<file path="src/rtl/mmio_timer_pkg.sv">
// Shared definitions for the mmio_timer peripheral: register offsets, bit
// positions and bus FSM states.
package mmio_timer_pkg;

    localparam logic [2:0] OFF_CTRL     = 3'd0;
    localparam logic [2:0] OFF_PRESCALE = 3'd1;
    localparam logic [2:0] OFF_COUNT    = 3'd2;
    localparam logic [2:0] OFF_COMPARE  = 3'd3;
    localparam logic [2:0] OFF_STATUS   = 3'd4;

    localparam int CTRL_EN           = 0;
    localparam int CTRL_CLR_ON_MATCH = 1;
    localparam int CTRL_IRQ_EN       = 2;

    localparam int STAT_MATCH = 0;
    localparam int STAT_OVF   = 1;

    typedef enum logic {
        ST_IDLE   = 1'b0,
        ST_RD_ACK = 1'b1
    } state_t;

endpackage

</file>
<file path="src/rtl/mmio_timer_if.sv">
// Data-memory bus seen by the timer peripheral; the core is the master.
interface mmio_timer_if;
    logic        en;
    logic        write_enable;
    logic        byte_enable;
    logic        byte_select;
    logic [15:0] addr;
    logic [15:0] data_in;
    logic [15:0] data_out;
    logic        serviced_read;
    logic        mem_wait;
    logic        irq;

    modport master (
        output en, write_enable, byte_enable, byte_select, addr, data_in,
        input  data_out, serviced_read, mem_wait, irq
    );

    modport slave (
        input  en, write_enable, byte_enable, byte_select, addr, data_in,
        output data_out, serviced_read, mem_wait, irq
    );
endinterface

</file>
<file path="src/rtl/timer_counter.sv">
// Prescaler plus 16-bit up-counter with compare-match and overflow events.
module timer_counter (
    input  logic        clk,
    input  logic        rst_n,
    input  logic        en,
    input  logic        clr_on_match,
    input  logic [15:0] prescale,
    input  logic [15:0] compare,
    input  logic        load,
    input  logic [15:0] load_val,
    input  logic        presc_clr,
    output logic [15:0] count,
    output logic        match_evt,
    output logic        ovf_evt
);
    logic [15:0] presc_q, presc_d;
    logic [15:0] count_q, count_d;
    logic        tick, cmp_hit, clr;

    always_comb begin
        tick      = en & (presc_q == prescale);
        cmp_hit   = (count_q == compare);
        clr       = cmp_hit & clr_on_match;
        presc_d   = presc_q;
        count_d   = count_q;
        match_evt = 1'b0;
        ovf_evt   = 1'b0;
        if (en) begin
            presc_d = tick ? 16'd0 : presc_q + 16'd1;
        end
        if (presc_clr | load) begin
            presc_d = 16'd0;
        end
        // A bus load overrides the tick entirely, including its events.
        if (load) begin
            count_d = load_val;
        end else if (tick) begin
            match_evt = cmp_hit;
            ovf_evt   = (count_q == 16'hFFFF) & ~clr;
            count_d   = clr ? 16'd0 : count_q + 16'd1;
        end
    end

    always_ff @(posedge clk or negedge rst_n) begin
        if (!rst_n) begin
            presc_q <= 16'd0;
            count_q <= 16'd0;
        end else begin
            presc_q <= presc_d;
            count_q <= count_d;
        end
    end

    assign count = count_q;
endmodule

</file>
<file path="src/rtl/mmio_timer.sv">
// Memory-mapped timer: bus responder (one read wait state), register file,
// and timer_counter. Optional MMIO_TIMER_SNAPSHOT_EN adds a COUNT high-byte shadow.
module mmio_timer
    import mmio_timer_pkg::*;
#(
    parameter logic [15:0] BASE_ADDR      = 16'h7F00,
    parameter logic [15:0] RESET_PRESCALE = 16'h0000
) (
    input  logic         clk,
    input  logic         rst_n,
    mmio_timer_if.slave  bus
);
    logic        hit, rd_req, wr_req;
    logic [2:0]  off;
    logic [15:0] bmask, wbits, word_val, rd_val, count, count_wval;
    logic        match_evt, ovf_evt, load_count, clr_presc;

    state_t      state_q, state_d;
    logic [2:0]  ctrl_q, ctrl_d;
    logic [15:0] prescale_q, prescale_d;
    logic [15:0] compare_q, compare_d;
    logic [1:0]  status_q, status_d;
    logic [15:0] data_out_q, data_out_d;
    logic        serviced_q, serviced_d;
    logic        irq_q, irq_d;
`ifdef MMIO_TIMER_SNAPSHOT_EN
    logic [7:0]  shadow_q, shadow_d;
`endif

    assign hit    = bus.en & (bus.addr[15:3] == BASE_ADDR[15:3]);
    assign off    = bus.addr[2:0];
    assign rd_req = hit & ~bus.write_enable & (state_q == ST_IDLE);
    assign wr_req = hit &  bus.write_enable & (state_q == ST_IDLE);

    // Byte writes replicate data_in[7:0] onto both lanes; bmask picks the lane.
    assign bmask = ~bus.byte_enable ? 16'hFFFF : (bus.byte_select ? 16'hFF00 : 16'h00FF);
    assign wbits = bus.byte_enable ? {2{bus.data_in[7:0]}} : bus.data_in;

    assign load_count = wr_req & (off == OFF_COUNT);
    assign clr_presc  = wr_req & (off == OFF_PRESCALE);
    assign count_wval = (count & ~bmask) | (wbits & bmask);

    timer_counter u_counter (
        .clk          (clk),
        .rst_n        (rst_n),
        .en           (ctrl_q[CTRL_EN]),
        .clr_on_match (ctrl_q[CTRL_CLR_ON_MATCH]),
        .prescale     (prescale_q),
        .compare      (compare_q),
        .load         (load_count),
        .load_val     (count_wval),
        .presc_clr    (clr_presc),
        .count        (count),
        .match_evt    (match_evt),
        .ovf_evt      (ovf_evt)
    );

    always_comb begin
        case (off)
            OFF_CTRL:     word_val = {13'd0, ctrl_q};
            OFF_PRESCALE: word_val = prescale_q;
            OFF_COUNT:    word_val = count;
            OFF_COMPARE:  word_val = compare_q;
            OFF_STATUS:   word_val = {14'd0, status_q};
            default:      word_val = 16'd0;
        endcase
        rd_val = word_val;
        if (bus.byte_enable) begin
            rd_val = bus.byte_select ? {8'd0, word_val[15:8]} : {8'd0, word_val[7:0]};
        end
`ifdef MMIO_TIMER_SNAPSHOT_EN
        shadow_d = shadow_q;
        if (bus.byte_enable && off == OFF_COUNT) begin
            if (bus.byte_select) begin
                rd_val = {8'd0, shadow_q};
            end else if (rd_req) begin
                shadow_d = count[15:8];
            end
        end
`endif
    end

    always_comb begin
        ctrl_d     = ctrl_q;
        prescale_d = prescale_q;
        compare_d  = compare_q;
        status_d   = status_q;
        if (wr_req) begin
            case (off)
                OFF_CTRL:     ctrl_d     = (ctrl_q & ~bmask[2:0]) | (wbits[2:0] & bmask[2:0]);
                OFF_PRESCALE: prescale_d = (prescale_q & ~bmask) | (wbits & bmask);
                OFF_COMPARE:  compare_d  = (compare_q & ~bmask) | (wbits & bmask);
                OFF_STATUS:   status_d   = status_q & ~(wbits[1:0] & bmask[1:0]);
                default:      ;
            endcase
        end
        // Set events are applied after the W1C so a simultaneous set survives.
        status_d[STAT_MATCH] = status_d[STAT_MATCH] | match_evt;
        status_d[STAT_OVF]   = status_d[STAT_OVF] | ovf_evt;
        irq_d = ctrl_d[CTRL_IRQ_EN] & (|status_d);

        data_out_d = rd_req ? rd_val : data_out_q;
        serviced_d = serviced_q;
        if (bus.en & ~(hit & ~bus.write_enable)) begin
            serviced_d = 1'b0;
        end
        if (rd_req) begin
            serviced_d = 1'b1;
        end
        state_d = rd_req ? ST_RD_ACK : ST_IDLE;
    end

    always_ff @(posedge clk or negedge rst_n) begin
        if (!rst_n) begin
            state_q    <= ST_IDLE;
            ctrl_q     <= 3'd0;
            prescale_q <= RESET_PRESCALE;
            compare_q  <= 16'hFFFF;
            status_q   <= 2'd0;
            data_out_q <= 16'd0;
            serviced_q <= 1'b0;
            irq_q      <= 1'b0;
        end else begin
            state_q    <= state_d;
            ctrl_q     <= ctrl_d;
            prescale_q <= prescale_d;
            compare_q  <= compare_d;
            status_q   <= status_d;
            data_out_q <= data_out_d;
            serviced_q <= serviced_d;
            irq_q      <= irq_d;
        end
    end

`ifdef MMIO_TIMER_SNAPSHOT_EN
    always_ff @(posedge clk or negedge rst_n) begin
        if (!rst_n) begin
            shadow_q <= 8'd0;
        end else begin
            shadow_q <= shadow_d;
        end
    end
`endif

    // Gated by rst_n so a reset during a read drops the stall at once.
    assign bus.mem_wait      = rst_n & rd_req;
    assign bus.data_out      = data_out_q;
    assign bus.serviced_read = serviced_q;
    assign bus.irq           = irq_q;
endmodule

</file>
<file path="src/flat_wrapper.sv">
// flat-port wrapper written by rule: the top's interface ports become plain ports
module mmio_timer_flat import mmio_timer_pkg::*;
#(
    parameter logic [15:0] BASE_ADDR      = 16'h7F00,
    parameter logic [15:0] RESET_PRESCALE = 16'h0000
)
  (clk, rst_n, bus_en, bus_write_enable, bus_byte_enable, bus_byte_select, bus_addr, bus_data_in, bus_data_out, bus_serviced_read, bus_mem_wait, bus_irq);
  mmio_timer_if bus_i ();
  input  logic clk;
  input  logic rst_n;
  input wire logic [$bits(bus_i.en)-1:0] bus_en;
  input wire logic [$bits(bus_i.write_enable)-1:0] bus_write_enable;
  input wire logic [$bits(bus_i.byte_enable)-1:0] bus_byte_enable;
  input wire logic [$bits(bus_i.byte_select)-1:0] bus_byte_select;
  input wire logic [$bits(bus_i.addr)-1:0] bus_addr;
  input wire logic [$bits(bus_i.data_in)-1:0] bus_data_in;
  output wire logic [$bits(bus_i.data_out)-1:0] bus_data_out;
  output wire logic [$bits(bus_i.serviced_read)-1:0] bus_serviced_read;
  output wire logic [$bits(bus_i.mem_wait)-1:0] bus_mem_wait;
  output wire logic [$bits(bus_i.irq)-1:0] bus_irq;
  assign bus_i.en = bus_en;
  assign bus_i.write_enable = bus_write_enable;
  assign bus_i.byte_enable = bus_byte_enable;
  assign bus_i.byte_select = bus_byte_select;
  assign bus_i.addr = bus_addr;
  assign bus_i.data_in = bus_data_in;
  assign bus_data_out = bus_i.data_out;
  assign bus_serviced_read = bus_i.serviced_read;
  assign bus_mem_wait = bus_i.mem_wait;
  assign bus_irq = bus_i.irq;
  mmio_timer #(.BASE_ADDR(BASE_ADDR), .RESET_PRESCALE(RESET_PRESCALE)) u_core (.clk(clk), .rst_n(rst_n), .bus(bus_i));
endmodule
</file>
<file path="config.mk">
export PLATFORM = sky130hd
export DESIGN_NAME = mmio_timer_flat
export DESIGN_NICKNAME = d
export VERILOG_FILES = /design/src/rtl/mmio_timer_pkg.sv /design/src/rtl/mmio_timer_if.sv /design/src/rtl/timer_counter.sv /design/src/rtl/mmio_timer.sv /design/src/flat_wrapper.sv
export SDC_FILE = /design/constraint.sdc
export NUM_CORES = 1
export LEC_CHECK = 0
export ABC_AREA = 0
export BUFFER_PORTS_ARGS = -buffer_cell sky130_fd_sc_hd__clkbuf_2
export CORE_ASPECT_RATIO = 0.5
export CORE_MARGIN = 3
export CORE_UTILIZATION = 50
export DETAILED_ROUTE_END_ITERATION = 8
export HOLD_SLACK_MARGIN = 0.06
export PLACE_DENSITY_LB_ADDON = 0.15
export REMOVE_ABC_BUFFERS = 1
export SLEW_MARGIN = 5
export SYNTH_ARGS = -nofsm -noshare
export SYNTH_HDL_FRONTEND = slang
export SYNTH_SLANG_ARGS = --single-unit
</file>
<file path="constraint.sdc">
create_clock -name clk -period 2.71 [get_ports clk]
set_clock_uncertainty 0.1 [all_clocks]
set_input_delay 0.1355 -clock clk [delete_from_list [all_inputs] [get_ports clk]]
set_output_delay 0.1355 -clock clk [all_outputs]
set_load 0.03 [all_outputs]
</file>
Word-level counts from Yosys, hierarchy flattened
Cells that the tools add are included.
{ "totals": {"input_bits": 38, "word_cells": 87, "out_inout_bits": 19, "reg_bits": 88} }
{ "op_classes": {"eq_ne": 8, "n_bitwise": 35, "n_addsub": 2, "muxes": 23, "reduce_logical": 8} }
{ "op_table": {"columns": ["cell", "count"], "rows": [
  ["16-bit 2-to-1 mux", 10],
  ["16-bit case mux with 5 select lines", 1],
  ["16-bit bitwise AND", 4],
  ["16-bit OR", 3],
  ["16-bit by 1-bit adder with 16-bit output (second input constant)", 2],
  ["16-bit == test", 2],
  ["16-bit == test (second input constant)", 1],
  ["16-bit inverter", 1],
  ["1-bit bitwise AND", 13],
  ["13-bit by 12-bit == test with 1-bit output (second input constant)", 1],
  ["8-bit 2-to-1 mux", 1],
  ["1-bit 2-to-1 mux", 7],
  ["3-bit bitwise AND", 2],
  ["3-bit by 2-bit == test with 1-bit output (second input constant)", 2],
  ["3-bit 2-to-1 mux", 2],
  ["2-bit AND reduction", 3],
  ["2-bit nonzero test", 3],
  ["2-bit bitwise AND", 2],
  ["2-bit 2-to-1 mux", 2],
  ["1-bit inverter", 4],
  ["3-bit by 1-bit == test with 1-bit output (second input constant)", 1],
  ["3-bit == test (second input constant)", 1],
  ["3-bit logical NOT", 1],
  ["3-bit inverter", 1],
  ["other kinds (4)", 6]
]} }

Depth between registers and ports, before layout
{ "logic_depth": {"ltp_word": 10, "mapped_depth": 8, "ltp_nobuf": 7} }

Hierarchy
Synthesis repeated with hierarchy kept, for this count alone.
{ "unflattened": {"hier_cells": 548, "hier_area_um2": 5412.7} }
{ "by_module_without_submodules": {"columns": ["mod", "area_per_inst_um2", "seq_area_each_um2", "instances", "cells_each"], "rows": [
  ["mmio_timer", 3208.1, 1421.4, 1, 293],
  ["timer_counter", 2204.6, 800.8, 1, 255]
]} }

Least setup slack after synthesis
No wires, ideal clock.
{ "synth_timing": {"path_kind": "reg-to-reg", "start": "register (tool-made name)", "end": "register (tool-made name)", "synth_period_minus_slack_ns": 2.084, "required_ns": 2.472, "arrival_ns": 1.846, "stages_incl_launch_ff": 8, "n_path_buf": 1, "setup_time_ns": 0.138, "setup_slack_ns": 0.626, "cell_sequence": "dfstp_2 -> xnor2_1 -> nand4_1 -> nor4_4 -> and2_0 -> buf_2 -> or2b_2 -> o221ai_1"} }

Worst setup path after layout
{ "layout_timing": {"start": "input bus_en", "end": "output bus_mem_wait"} }
{ "layout_via": {"elab_chain_cells": 4} }
{ "layout_rtl": {"columns": ["element", "line_no", "rtl"], "rows": [
  ["start: declaration", "flat_wrapper.sv:11", "input wire logic [$bits(bus_i.en)-1:0] bus_en;"],
  ["1-bit bitwise AND", "mmio_timer.sv:30", "assign hit = bus.en & (bus.addr[15:3] == BASE_ADDR[15:3]);"],
  ["1-bit bitwise AND (2 in a row)", "mmio_timer.sv:32", "assign rd_req = hit & ~bus.write_enable & (state_q == ST_IDLE);"],
  ["1-bit bitwise AND", "mmio_timer.sv:146", "assign bus.mem_wait = rst_n & rd_req;"],
  ["end: declaration", "flat_wrapper.sv:19", "output wire logic [$bits(bus_i.mem_wait)-1:0] bus_mem_wait;"]
]} }
Every way passes these cells.

==> metrics <==
worst slew pin tran=0.676 ns; post-CTS setup repair buffer count=0; Worst Path Required=2.47 ns; most common cell after layout, fill and taps aside=dfrtp_1; Die Ht=79.5 um; antenna viol nets, final=0; most frequent cells in the layout=dfrtp_1 (72), nand2_1 (60), clkbuf_2 (55); first-pass GRT wire length=25500 um; Power Dens Cells=575 nW/um^2; latest clock arrival within the worst-skew pair=0.35 ns; IO Pins=57; Cells after Synth=566; crit path DAT=2.30 ns; Async S/R FF share, synth=100%; Die X=153 um; global placement routability congestion=1.03; flop2flop setup slack=0.26 ns; starting density of the core=52.0%; vias in the first global route=4469; sequential fraction of the synthesis area=41.1%; outcome=finished, final reports clean; Top cell by count, worst path=clkbuf_2; yosys warns=0; kind of cell adding the most delay to the critical path=simple AND/OR/NAND/NOR gates; Die Footprint=12200 um^2; largest net degree at the start of global routing=40; Final Setup Violations=0; maximum vdd ir drop=0.397 mV; max-capacitance violation count=0; vias=4755; layout cells sized above 1=25.5%; PortBufs=56; placed insts=759; Hold Startpoint=bus_data_in[0]; Tcrit/Tclk final=93.6%; Post-Layout Cell Count=785; nature of the critical path startpoint=primary input; Initial DRC Count=465; clock sinks=88; Leak=2.69 nW; Pre-antenna DRT Iters=5; CP bufs+invs=3; CP max-delay cell=dlygate4sd3_1; worst hold path cell count=3; FF-to-FF path depth=6; number of nets in the layout=679; Layout area overhead=15.4%; Slew headroom=54.7%; total track usage=27.5%; max-slew violations=0; Hold Crit Class=in2reg; synthesized flop and latch total=88; PostCTS Resize Cnt=0; CTS root buf=clkbuf_16; CTS tree=yes; initial antenna violation count=1; cts bufs inserted=9; mapped cell area=5400 um^2; Post-CTS Hold Fix Bufs=9; Tmin final=2.54 ns; Place WS=0.314 ns; ys flop type=dfrtp_1; core area=10400 um^2; setup_tns=0 ns; Post-Route WL=16300 um; average cell area after synthesis=9.54 um^2; DP Wirelength=12200 um; Distinct cells, synth=67; grt ovf=0; worst-case clock buffer depth=2; Cell Chain, Critical Path=dlygate4sd3_1, clkbuf_2, and4b_1, nand4b_1, or2_2, nor2_1, and2_1, clkbuf_2; Final Hold Fails=0; CP max FO=6; H-Tree Depth=3; Rows=26; worst setup margin=0.173 ns; Post-synth EDFFs=0; CTS clk-pin slew, worst paths=0.06 ns; RSZ-0062 raised after global routing=false; CP Capture Type=output pin; slowest cell delay on critical path=0.53 ns; CP Class=in2out; f_max=394 MHz; # DRC=0; via/cell ratio=6.06; drt wl/cell=20.7 um
per-layer routing:
metal,vias to the layer above,share of wire (%),GRT usage (%)
met5,-,0.12,0
met4,2,0.87,4.80
met3,21,13,10.9
met2,246,40,38.7
met1,2270,46,40.3
li1,2216,-,-
how the worst max path moves through the flow:
stage,start,endpoint,slack (ns),cells after the start
2_1_floorplan,flip-flop,flip-flop,0.60,6
3_3_place_gp,flip-flop,u_core.u_counter.presc_q[1],0.35,7
3_5_place_dp,flip-flop,flip-flop,0.31,6
4_1_cts,bus_en,bus_mem_wait,0.22,8
5_1_grt,bus_en,u_core.bus.serviced_read,0.03,9
6_report,bus_en,bus_mem_wait,0.17,8
synth_stat cells, drive strengths merged, types with 12 or more instances:
cell type / number / area, um^2
nand4: 15 / 93.8
a21oi: 24 / 124
nor2: 40 / 153
mux2: 31 / 349
dfstp: 16 / 420
a22oi: 13 / 97.6
o21ai: 33 / 165
nand3: 23 / 115
nand2: 60 / 225
buf: 12 / 75.1
clkbuf: 15 / 56.3
nor2b: 14 / 87.6
dfrtp: 72 / 1800
xnor2: 45 / 394
cells by family (layout without fill, tap and decap cells):
family                   Yosys count  count (layout)  synth area share, %
XOR/XNOR                          46              46                 7.46
AO/OA/AOI/OAI                    130             130                 16.8
other                              0               1                    0
flip-flops                        88              88                 41.1
buffers and inverters             38             116                 3.73
multiplexers                      34              34                 7.48
AND/OR/NAND/NOR                  228             228                 22.9
adder cells (fa/ha/maj)            2               2                0.463
final cells by class:
type                       instances  area, um^2
clock buffer                      12         236
tap                              140         175
clock inverter                     4        22.5
timing repair buffer              90         561
inverter                          10        37.5
multi-input combinational        440        2980
antenna                            1        2.50
fill                             937        4140
sequential                        88        2220
stage by stage:
step                util [%]  instance area [um^2]  total power, mW  hold slack (ns)
floorplan                  -                  5240             2.11           -0.260
global placement        56.7                  5880             2.43         -0.00286
detailed placement      56.7                  5880             2.45          0.00469
CTS                     60.0                  6230             3.60           0.0736
global route            60.0                  6230             3.76            0.109
finish                  60.1                  6230             3.59           0.0695
power by group:
part / leakage, nW / total [mW] / internal, mW / switching, mW
combinational: 1.48 / 0.914 / 0.376 / 0.538
clock: 0.126 / 1.13 / 0.618 / 0.514
sequential: 1.09 / 1.54 / 1.40 / 0.145
tightest hold or removal path: cells and delay by family:
| family | cells | cell delay [ns] |
|---|---|---|
| compound gates | 1 | 0.07 |
| buf+inv | 1 | 0.18 |
| simple gates | 1 | 0.09 |
No activity file was read; power rests on OpenSTA's default activity.
